$ cat src/rtl/cpu6_store_buffer_if.sv
// Memory-side write and load port of the cpu6 store buffer.
// The master end is the store buffer; the slave end is the data memory.
interface cpu6_store_buffer_if #(
  parameter int XLEN = 32
);
  logic            mem_wvalid;
  logic            mem_wready;
  logic [XLEN-1:0] mem_waddr;
  logic [XLEN-1:0] mem_wdata;
  logic [XLEN-1:0] mem_raddr;
  logic [XLEN-1:0] mem_rdata;

  modport master (
    output mem_wvalid,
    output mem_waddr,
    output mem_wdata,
    output mem_raddr,
    input  mem_wready,
    input  mem_rdata
  );

  modport slave (
    input  mem_wvalid,
    input  mem_waddr,
    input  mem_wdata,
    input  mem_raddr,
    output mem_wready,
    output mem_rdata
  );
endinterface

$ cat src/rtl/cpu6_store_buffer.sv
// Posted-write store buffer: cpu6 core stores enter an in-order FIFO and drain to memory,
// while loads are forwarded from the youngest buffered store to the same word.
module cpu6_store_buffer #(
  parameter int DEPTH = 4,
  parameter int XLEN  = 32
) (
  input  logic                 clk,
  input  logic                 reset,
  input  logic                 memwriteM,
  input  logic [XLEN-1:0]      dataaddr,
  input  logic [XLEN-1:0]      writedata,
  output logic [XLEN-1:0]      readdata,
  output logic                 sb_full,
  output logic                 sb_empty,
  output logic                 sb_overflow,
  cpu6_store_buffer_if.master  mem
);

  localparam int AW = (DEPTH > 1) ? $clog2(DEPTH) : 1;
  localparam int CW = AW + 1;
  localparam logic [AW-1:0] PTR_ONE  = AW'(1);
  localparam logic [CW-1:0] CNT_ONE  = CW'(1);
  localparam logic [CW-1:0] CNT_FULL = CW'(DEPTH);

  logic [XLEN-1:0] addr_q [DEPTH];
  logic [XLEN-1:0] data_q [DEPTH];
  logic [AW-1:0]   wp;
  logic [AW-1:0]   rp;
  logic [CW-1:0]   count;
  logic            overflow_q;

  logic            deq;
  logic            enq;
  logic            fwd_hit;
  logic [XLEN-1:0] fwd_data;
  logic [AW-1:0]   fwd_idx;

  // A full buffer still accepts a store when the head leaves on the same edge.
  assign deq = (count != '0) && mem.mem_wready;
  assign enq = memwriteM && ((count != CNT_FULL) || deq);

  always_ff @(posedge clk or negedge reset) begin
    if (!reset) begin
      for (int i = 0; i < DEPTH; i++) begin
        addr_q[i] <= '0;
        data_q[i] <= '0;
      end
      wp         <= '0;
      rp         <= '0;
      count      <= '0;
      overflow_q <= 1'b0;
    end else begin
      if (enq) begin
        addr_q[wp] <= dataaddr;
        data_q[wp] <= writedata;
        wp         <= wp + PTR_ONE;
      end
      if (deq) begin
        rp <= rp + PTR_ONE;
      end
      case ({enq, deq})
        2'b10:   count <= count + CNT_ONE;
        2'b01:   count <= count - CNT_ONE;
        default: count <= count;
      endcase
      if (memwriteM && !enq) begin
        overflow_q <= 1'b1;
      end
    end
  end

  // Walk entries oldest to youngest so the last word match wins.
  always_comb begin
    fwd_hit  = 1'b0;
    fwd_data = '0;
    fwd_idx  = '0;
    for (int i = 0; i < DEPTH; i++) begin
      fwd_idx = rp + AW'(i);
      if ((CW'(i) < count) && (addr_q[fwd_idx][XLEN-1:2] == dataaddr[XLEN-1:2])) begin
        fwd_hit  = 1'b1;
        fwd_data = data_q[fwd_idx];
      end
    end
  end

  assign readdata       = fwd_hit ? fwd_data : mem.mem_rdata;
  assign mem.mem_raddr  = dataaddr;
  assign mem.mem_wvalid = (count != '0);
  assign mem.mem_waddr  = addr_q[rp];
  assign mem.mem_wdata  = data_q[rp];
  assign sb_full        = (count == CNT_FULL);
  assign sb_empty       = (count == '0);
  assign sb_overflow    = overflow_q;

endmodule

$ cat src/flat_wrapper.sv
// flat-port wrapper written by rule: the top's interface ports become plain ports
module cpu6_store_buffer_flat 
#(
  parameter int DEPTH = 4,
  parameter int XLEN  = 32
)
  (clk, reset, memwriteM, dataaddr, writedata, readdata, sb_full, sb_empty, sb_overflow, mem_mem_wvalid, mem_mem_waddr, mem_mem_wdata, mem_mem_raddr, mem_mem_wready, mem_mem_rdata);
  cpu6_store_buffer_if #(.XLEN(XLEN)) mem_i ();
  input  logic clk;
  input  logic reset;
  input  logic memwriteM;
  input  logic [XLEN-1:0] dataaddr;
  input  logic [XLEN-1:0] writedata;
  output logic [XLEN-1:0] readdata;
  output logic sb_full;
  output logic sb_empty;
  output logic sb_overflow;
  output wire logic [$bits(mem_i.mem_wvalid)-1:0] mem_mem_wvalid;
  output wire logic [$bits(mem_i.mem_waddr)-1:0] mem_mem_waddr;
  output wire logic [$bits(mem_i.mem_wdata)-1:0] mem_mem_wdata;
  output wire logic [$bits(mem_i.mem_raddr)-1:0] mem_mem_raddr;
  input wire logic [$bits(mem_i.mem_wready)-1:0] mem_mem_wready;
  input wire logic [$bits(mem_i.mem_rdata)-1:0] mem_mem_rdata;
  assign mem_mem_wvalid = mem_i.mem_wvalid;
  assign mem_mem_waddr = mem_i.mem_waddr;
  assign mem_mem_wdata = mem_i.mem_wdata;
  assign mem_mem_raddr = mem_i.mem_raddr;
  assign mem_i.mem_wready = mem_mem_wready;
  assign mem_i.mem_rdata = mem_mem_rdata;
  cpu6_store_buffer #(.DEPTH(DEPTH), .XLEN(XLEN)) u_core (.clk(clk), .reset(reset), .memwriteM(memwriteM), .dataaddr(dataaddr), .writedata(writedata), .readdata(readdata), .sb_full(sb_full), .sb_empty(sb_empty), .sb_overflow(sb_overflow), .mem(mem_i));
endmodule
$ cat config.mk
export PLATFORM = sky130hd
export DESIGN_NAME = cpu6_store_buffer_flat
export DESIGN_NICKNAME = d
export VERILOG_FILES = /design/src/rtl/cpu6_store_buffer_if.sv /design/src/rtl/cpu6_store_buffer.sv /design/src/flat_wrapper.sv
export SDC_FILE = /design/constraint.sdc
export NUM_CORES = 1
export LEC_CHECK = 0
export CAP_MARGIN = 25
export CORE_ASPECT_RATIO = 0.9
export CORE_UTILIZATION = 25
export DETAILED_ROUTE_END_ITERATION = 10
export MAX_ROUTING_LAYER = met4
export SLEW_MARGIN = 40
export SYNTH_ARGS = -nofsm -noshare
export SYNTH_HDL_FRONTEND = slang
export SYNTH_SLANG_ARGS = --single-unit
$ cat constraint.sdc
create_clock -name clk -period 3.4 [get_ports clk]
set_input_delay 0.68 -clock clk [delete_from_list [all_inputs] [get_ports clk]]
set_output_delay 0.68 -clock clk [all_outputs]
set_load 0.02 [all_outputs]
==> results of run 1 <==
-- metrics by stage --
| stage | cells | cell area (um2) | setup slack, ns | setup TNS, ns |
|---|---|---|---|---|
| after floorplan | 1620 | 20400 | -0.209 | -6.58 |
| after global placement | 3193 | 26900 | -1.60 | -63.21 |
| after detailed placement | 3193 | 26900 | -1.63 | -64.20 |
| after CTS | 3274 | 28700 | -1.57 | -54.41 |
| after global routing | 3280 | 28800 | -1.63 | -59.67 |
| final | 3281 | 28800 | -1.46 | -50.99 |
-- final timing paths --
path	slack [ns]	depth (start not counted)	startpoint	endpoint
max	-1.46	15	u_core.rp[0]	readdata[26]
min	0.09	1	reset	u_core.addr_q[12]
max reg2reg	1.03	10	u_core.count[0]	u_core.data_q[43]
min reg2reg	0.50	1	u_core.sb_overflow	u_core.sb_overflow
max in group asynchronous	2.34	2	reset	u_core.data_q[2]
min in group clk	0.50	1	u_core.sb_overflow	u_core.sb_overflow
-- synthesized netlist by cell type (34+ instances only) --
master	instances
inv_1	42
buf_2	34
mux4_2	175
mux2_2	247
a21oi_1	36
clkbuf_1	48
nand2_1	80
nor2_1	35
mux2i_1	162
nor2b_1	35
buf_4	43
xnor2_1	72
dfrtp_1	264
-- metal layers --
layer	vias up	routed length, um	GRT usage
met3	90	3720	0.0238
met2	481	34900	0.291
li1	7351	-	-
met4	0	1660	0.0456
met1	8604	34600	0.260
met5	-	0	-
-- kinds of logic (layout without fill, tap and decap cells) --
kind of cell | Yosys count | in the layout | share of synthesized area
multiplexers | 594 | 594 | 0.424
XOR/XNOR | 91 | 91 | 0.0398
AND/OR/NAND/NOR | 240 | 240 | 0.0663
adder cells (fa/ha/maj) | 9 | 9 | 0.00562
flip-flops | 264 | 264 | 0.330
buffers and inverters | 217 | 826 | 0.0603
AO/OA/AOI/OAI | 205 | 205 | 0.0745
other | 0 | 2 | 0
-- what timing repair did --
action / CTS / global route
pin swaps: 1 / 5
endpoints found under the setup margin: 89 / 68
hold buffers: 0 / 0
buffers inserted: 11 / 4
resized for setup: 250 / 30
gates cloned: 6 / 1
-- layout make-up --
cell class | count | share of cell area
Multi-Input combinational cell | 1139 | 0.444
Timing Repair Buffer | 717 | 0.231
Inverter | 45 | 0.00586
Sequential cell | 264 | 0.229
Clock inverter | 20 | 0.00894
Clock buffer | 44 | 0.0347
Antenna cell | 2 | 0.000174
Tap cell | 1050 | 0.0456
-- registers in the layout (all words and copies together), names as in the netlist --
register            flops
u_core.addr_q         128
u_core.count            3
u_core.wp               2
u_core.data_q         128
u_core.sb_overflow      1
u_core.rp               2
-- worst max-delay path: cells and delay by family, from the launching register on --
kind / cells / cell delay, ns
simple gates: 3 / 0.48
flops: 1 / 0.55
compound gates: 4 / 0.92
mux: 2 / 0.62
buf+inv: 6 / 1.05
-- power groups by stage --
| stage | Sequential (uW) | Clock, uW | Combinational, uW |
|---|---|---|---|
| after CTS | 6370 | 4130 | 22600 |
| after detailed placement | 6440 | 0 | 21700 |
| after floorplan | 5950 | 0 | 12300 |
| after global routing | 6660 | 4270 | 23900 |
| final | 6440 | 4000 | 22700 |
| after global placement | 6200 | 0 | 21600 |
==> impl_metrics.ini, run 1 <==
[status]
status = finished with violations
violations = setup timing

[sta]
holdWs_ns = 0.0949
fmax_ghz = 0.206
relSlewSlack = 0.519
worst_pin_slew_ns = 0.721
finalMaxSlewViolations = 0
rsz0062_at_grt = yes
setup_viol = 51
period_minus_slack_ns = 4.86
worst_slack_ns = -1.46
finalCritPeriodShare = 1.43
hold_viol_final = 0
clock_skew_ns = 0.0114

[die]
ioPinCount = 232
die_y_um = 271
core_mm2 = 0.0795
die_area_mm2 = 0.0813
start_util = 0.252
num_rows = 98
die-width_um = 300

[detailed_routing]
routedWlPerCell_um = 22.8
wirelength_um = 74800
vias = 16526
initialDrtViolationCount = 1248
antenna_left = 0
viasPerCell = 5.04
drc = 0
drt-pass1-iter-count = 7

[layout]
fillers = 7768
final_util = 0.363
ff_latch_area_mm2 = 0.00661
multiInputGateArea_mm2 = 0.0128
finalNetCount = 2311
drive_gt1_frac = 0.508
syn_to_final_growth_pct = 43.8
final_cell_mix = buf_4 (456), dfrtp_1 (262), mux2_2 (247)
final_common_cell = buf_4

[power]
pwr-share-seq = 0.194
p_leak_uw = 0.0124
powerDensity_mw_per_mm2 = 1150
p_int_uw = 19700
p_total_uw = 33100
combPwrFrac = 0.685
p_switching_uw = 13400
sw_frac_of_total = 0.404
power_frac_clock = 0.121
peakVddDrop_mv = 0.518

[logic_synthesis]
synthTopCellsByArea = dfrtp_1 (33%), mux4_2 (20%), mux2_2 (14%)
ys.flop_type = dfrtp_1
syn_nets = 1729
syn_avg_cell_area_um2 = 12.4
synth_edf_count = 0
seq_area_frac_synth = 0.330
synthCells = 1620
yosysWarnings = 0
synth_top_cell_by_area = dfrtp_1
netlist_area_mm2 = 0.0200
synth_cell_types = 83
async_flop_share = 1.00
synth_seq_cells = 264
yosys.area.top_type_share = 0.330

[clock_tree]
cts_tree = yes
path_clk_slew_ns = 0.06
clk_latency_ns = 0.54
clk_path_buf_depth = 3
htreeDepth = 2
cts_root_buf = clkbuf_16
numCtsBuffers = 35
cts_num_sinks = 264

[job]
maxCapViolCount = 0

[setup_path]
path_cells = buf_12 -> mux2i_1 -> o22ai_1 -> a2111oi_2 -> buf_4 -> nor2_1 -> nand4b_1 -> a2111oi_4 -> nand4_4 -> buf_12 -> buf_12 -> buf_4 -> mux2i_1 -> o21ai_4 -> buf_4
cp.arrival_ns = 4.18
cp-end-kind = output port
crit_type = flop to output port
critPathLaunchType = flop
crit_fanout = 16
cpMaxStageDelayCell = dfrtp_4
cpPeakStageDelay_ns = 0.55
required_ns = 2.72

[grt]
grt_max_degree = 79
grt_usage = 0.188
first_global_vias = 17311
gr-total-overflow = 0
grt_pass1_wl_um = 112000
antenna_found_initial = 1

[placed_design]
hpwl_um = 56100
numPortBuffers = 231
gp_congestion = 0.979

[min_path]
hp-class = input pin to async pin
Power figures use the tool's default switching activity.
==> run 2, diff against run 1 <==
Settings changed: PLACE_DENSITY_LB_ADDON set to 0.12.
==> run 2 against run 1 <==
Against the previous run:
- utilization up 1.5 points
- first-iteration DRC count down 18%
- clock skew up 0.0080 ns
- largest power group unchanged
- the run still ends with setup timing left
- setup slack better by 0.031 ns
- worst hold slack worse by 0.037 ns
- critical path type unchanged
- sequential power about the same
- fmax up 0.64%
- wire length up 8.5%
- sequential share of layout area down 0.89 points
- combinational power up 7%
- count of clock-buffer cells in the layout up 14
- register-to-register slack worse by 0.15 ns
==> impl_metrics.ini, run 2 (synthesis gave the netlist of run 1 again) <==
[die]
die_area_mm2 = 0.0813
start_util = 0.252
num_rows = 98
core_mm2 = 0.0795
die_y_um = 271
ioPinCount = 232
die-width_um = 300

[power]
combPwrFrac = 0.697
p_leak_uw = 0.0128
peakVddDrop_mv = 0.459
p_switching_uw = 14200
sw_frac_of_total = 0.407
power_frac_clock = 0.119
powerDensity_mw_per_mm2 = 1160
p_total_uw = 34900
pwr-share-seq = 0.184
p_int_uw = 20700

[placed_design]
hpwl_um = 57400
dp_slack_ns = -1.57
dp.cells = 3188
numPortBuffers = 231
gp_congestion = 0.963
postPlaceCellArea_mm2 = 0.0268

[detailed_routing]
initialDrtViolationCount = 1021
drt-met1-wl_um = 37400
drc = 0
drt-pass1-iter-count = 7
viasPerCell = 5.02
antenna_left = 0
route.met2.wl_um = 38400
wl_met3_um = 3360
highest_layer = met4
vias = 16712
wirelength_um = 81200
routedWlPerCell_um = 24.4

[sta]
finalCritPeriodShare = 1.42
fin_setup_tns_ns = -45.71
hold_viol_final = 0
worst_slack_ns = -1.43
period_minus_slack_ns = 4.83
finalMaxSlewViolations = 0
setup_viol = 34
relSlewSlack = 0.547
fmax_ghz = 0.207
rsz0062_at_grt = yes
worst_pin_slew_ns = 0.673
clock_skew_ns = 0.0194

[clock_tree]
numCtsBuffers = 38
cts_root_buf = clkbuf_16
htreeDepth = 2
cts_tree = yes
cts_hold_buf = 0
clk_latency_ns = 0.56
clk_path_buf_depth = 3
cts_num_sinks = 264
path_clk_slew_ns = 0.06

[grt]
antenna_found_initial = 4
grt_usage = 0.202
gr-total-overflow = 0
first_global_vias = 17309
grt_pass1_wl_um = 118000
grt_max_degree = 71

[layout]
drive_gt1_frac = 0.541
syn_to_final_growth_pct = 49.6
finalNetCount = 2355
reg_top3 = u_core.addr_q: 128 flops, u_core.data_q: 128 flops, u_core.count: 3 flops
fillers = 7773
final_cell_mix = buf_4 (445), dfrtp_1 (262), mux2_2 (248)
final_common_cell = buf_4
layout.cells.non_filler = 3328
fin_area_mm2 = 0.0300

[setup_path]
cp-end-kind = output port
crit_type = flop to output port
crit_fanout = 8
cp.arrival_ns = 4.15
critPathLaunchType = flop
required_ns = 2.72

[job]
maxCapViolCount = 0

[min_path]
hp-class = input pin to async pin

[status]
status = finished with violations
violations = setup timing
==> run 2: path summary, 6_finish.rpt <==
path                               startpoint            endpoint  slack [ns]  depth (start not counted)
max in group asynchronous               reset   u_core.addr_q[60]        2.38                          2
hold reg to reg            u_core.sb_overflow  u_core.sb_overflow        0.47                          1
min in group clk           u_core.sb_overflow  u_core.sb_overflow        0.47                          1
setup reg to reg              u_core.count[0]   u_core.data_q[43]        0.88                         11
setup / recovery                 u_core.rp[0]        readdata[30]       -1.43                         18
hold / removal                          reset   u_core.data_q[41]        0.06                          1
==> run 2: what timing repair did <==
action                     CTS  global route
cloned                      14             4
pin swaps                    4            14
setup buffers               34            17
gates resized for setup    348           104
setup endpoints to repair   85            42
==> run 2: through the flow <==
step                hold WS [ns]  utilization
finish                    0.0579        0.377
floorplan                  0.384            -
CTS                       0.0481        0.369
global route              0.0743        0.377
detailed placement         0.447        0.337
global placement           0.448        0.337
==> run 2: critical path, cell delays in order (launching register included) <==
cell     delay, ns
dfrtp_4       0.50
buf_12        0.15
buf_12        0.13
buf_16        0.15
buf_8         0.13
buf_6         0.11
mux2i_1       0.12
buf_4         0.17
a21oi_2       0.15
a21oi_2       0.07
or4_4         0.54
nor4b_4       0.28
buf_12        0.19
inv_4         0.03
a31o_4        0.30
buf_6         0.15
buf_6         0.12
o21ai_4       0.14
buf_6         0.13
==> run 2: layout make-up <==
cell class	instances	area [um2]	area share
Clock buffer	58	1180	0.0393
Clock inverter	11	138	0.00459
Multi-Input combinational cell	1139	13300	0.442
Sequential cell	264	6610	0.221
Timing Repair Buffer	758	7300	0.244
Antenna cell	3	7.51	0.000250
Tap cell	1050	1310	0.0438
Inverter	45	174	0.00580
==> run 2: per-layer routing <==
layer | GRT usage | vias up
met5 | - | -
met4 | 0.0533 | 0
met3 | 0.0251 | 101
met2 | 0.315 | 440
met1 | 0.274 | 8718
li1 | - | 7453
==> run 2: power groups by stage <==
stage / clock network (uW) / logic (uW) / registers (uW)
2_1_floorplan: 0 / 12300 / 5950
3_3_place_gp: 0 / 21900 / 6310
3_5_place_dp: 0 / 21900 / 6440
4_1_cts: 4300 / 23700 / 6370
5_1_grt: 4420 / 25700 / 6650
6_report: 4140 / 24300 / 6420
==> run 3, diff against run 2 <==
Settings changed: CORE_ASPECT_RATIO 0.9 to 1.4.
==> run 3 against run 2 <==
Against the previous run:
- utilization is 0.96 points lower
- largest cell class unchanged
- count of clock-buffer cells in the layout is 9 lower
- flip-flop and latch count stayed put
- via count is 2.3% lower
- clock skew is 0.0092 ns higher
- the run still ends with setup timing left
- die area hardly changed
- first-iteration DRC count is 25% lower
- global-route usage is 0.56 points lower
- power is 4.2% lower
- critical path type unchanged
- final cell count is 0.84% lower
- final area is 2.8% lower
- clock power is 12% lower
==> impl_metrics.ini, run 3 (synthesis gave the netlist of run 1 again) <==
[detailed_routing]
wl_met3_um = 2810
viasPerCell = 4.95
initialDrtViolationCount = 762
antenna_left = 0
routedWlPerCell_um = 23.7
drt-pass1-iter-count = 5
route.met2.wl_um = 40700
drt-met1-wl_um = 31600
highest_layer = met4
drc = 0
wirelength_um = 78200
vias = 16324

[grt]
gr-total-overflow = 0
grt_usage = 0.196
antenna_found_initial = 3
first_global_vias = 16988
grt_max_degree = 94
grt_pass1_wl_um = 113000

[die]
die_y_um = 337
core_mm2 = 0.0792
start_util = 0.253
num_rows = 122
ioPinCount = 232
die_area_mm2 = 0.0813
die-width_um = 241

[power]
p_switching_uw = 13600
peakVddDrop_mv = 0.638
sw_frac_of_total = 0.406
pwr-share-seq = 0.190
p_leak_uw = 0.0124
p_int_uw = 19900
powerDensity_mw_per_mm2 = 1150
power_frac_clock = 0.108
p_total_uw = 33500
combPwrFrac = 0.702

[setup_path]
r2r_start = u_core.count[0]
cp.arrival_ns = 4.20
crit_type = flop to output port
cp-startpoint = u_core.rp[0]
critical_path_buf_inv_count = 7
crit_fanout = 5
path_cells = buf_12 -> buf_6 -> mux4_2 -> xnor2_1 -> buf_4 -> o2111ai_1 -> or4_4 -> nor4b_4 -> buf_12 -> buf_6 -> buf_4 -> nand2_1 -> mux2i_1 -> mux2i_2 -> o21ai_4 -> buf_6
rr_worst_depth = 10
timing.rr.end = u_core.addr_q[85]
cpMaxStageDelayCell = mux4_2
cp_num_cells = 16
crit_family = simple AND/OR/NAND/NOR gates
required_ns = 2.72
rrSetupSlack_ns = 1.00
critPathLaunchType = flop
endpoint = readdata[31]
crit_top_cell = buf_6
cp-end-kind = output port
cpPeakStageDelay_ns = 0.56

[min_path]
hp-class = input pin to async pin

[layout]
multiInputGateArea_mm2 = 0.0129
ff_latch_area_mm2 = 0.00661
drive_gt1_frac = 0.529
reg_top3 = u_core.addr_q: 128 flops, u_core.data_q: 128 flops, u_core.count: 3 flops
fillers = 7738
final_common_cell = buf_4
finalNetCount = 2327
syn_to_final_growth_pct = 45.4
layout.cells.non_filler = 3300
final_util = 0.368
final_cell_mix = buf_4 (447), dfrtp_1 (262), mux2_2 (246)

[placed_design]
dp_slack_ns = -1.66
numPortBuffers = 231
gp_congestion = 0.940
dp.cells = 3183
hpwl_um = 56800

[clock_tree]
clk_latency_ns = 0.56
clk_path_buf_depth = 3
path_clk_slew_ns = 0.06
cts_hold_buf = 0
cts_root_buf = clkbuf_16
htreeDepth = 2
cts_tree = yes
numCtsBuffers = 35
cts_num_sinks = 264

[sta]
worst_slack_ns = -1.48
rsz0062_at_grt = yes
holdWs_ns = 0.0624
hold_viol_final = 0
period_minus_slack_ns = 4.88
worst_pin_slew_ns = 0.676
relSlewSlack = 0.536
clock_skew_ns = 0.0286
finalMaxSlewViolations = 0
fmax_ghz = 0.205
finalCritPeriodShare = 1.43
setup_viol = 32

[job]
maxCapViolCount = 0

[status]
violations = setup timing
status = finished with violations
## run 3: changes by cell type in the layout (fill, tap and decap cells not counted), moves of 6 or more
cell           change
buf_16             -6
dlygate4sd2_1     -21
buf_12            +11
nor2b_1           +21
mux2i_1            +8
nor2b_4            -6
a21oi_4           -13
a21oi_2           +16
nor2b_2           -15
## run 3: power by group through the flow
stage	Clock, uW	Sequential [uW]	Combinational (uW)
2_1_floorplan	0	5950	12300
3_3_place_gp	0	6270	22100
3_5_place_dp	0	6410	22100
4_1_cts	3790	6310	23100
5_1_grt	3880	6600	24900
6_report	3630	6350	23500
## run 3: timing repair
item	in CTS	in global routing
endpoints found under the setup margin	89	56
resized for setup	342	60
setup buffers	21	22
cloned	7	3
pin swaps	9	17
## run 3: routing by layer
metal | vias to the layer above | GRT usage
met5 | - | -
met4 | 0 | 0.0738
met3 | 119 | 0.0228
met2 | 409 | 0.347
met1 | 8432 | 0.225
li1 | 7364 | -
## run 3: worst min path at each step
stage,end,from,cells after the start
after floorplan,u_core.addr_q[0],reset,0
after global placement,u_core.sb_overflow,u_core.sb_overflow,1
after detailed placement,u_core.sb_overflow,u_core.sb_overflow,1
after CTS,u_core.data_q[72],reset,1
after global routing,u_core.data_q[72],reset,1
final,u_core.data_q[72],reset,1
## run 3: cell type report
type	count	area share
clock inverters	13	0.00352
multi-input cells	1139	0.442
diodes	3	0.000258
well taps	1054	0.0453
repair buffers	733	0.241
flip-flops and latches	264	0.227
clock buffers	49	0.0346
inverters	45	0.00580
## run 3: metrics by stage
| stage | cell area [um2] | setup TNS (ns) |
|---|---|---|
| after floorplan | 20400 | -6.58 |
| after global placement | 26900 | -67.46 |
| after detailed placement | 26900 | -65.42 |
| after CTS | 28600 | -49.29 |
| after global routing | 29100 | -50.20 |
| final | 29100 | -46.23 |
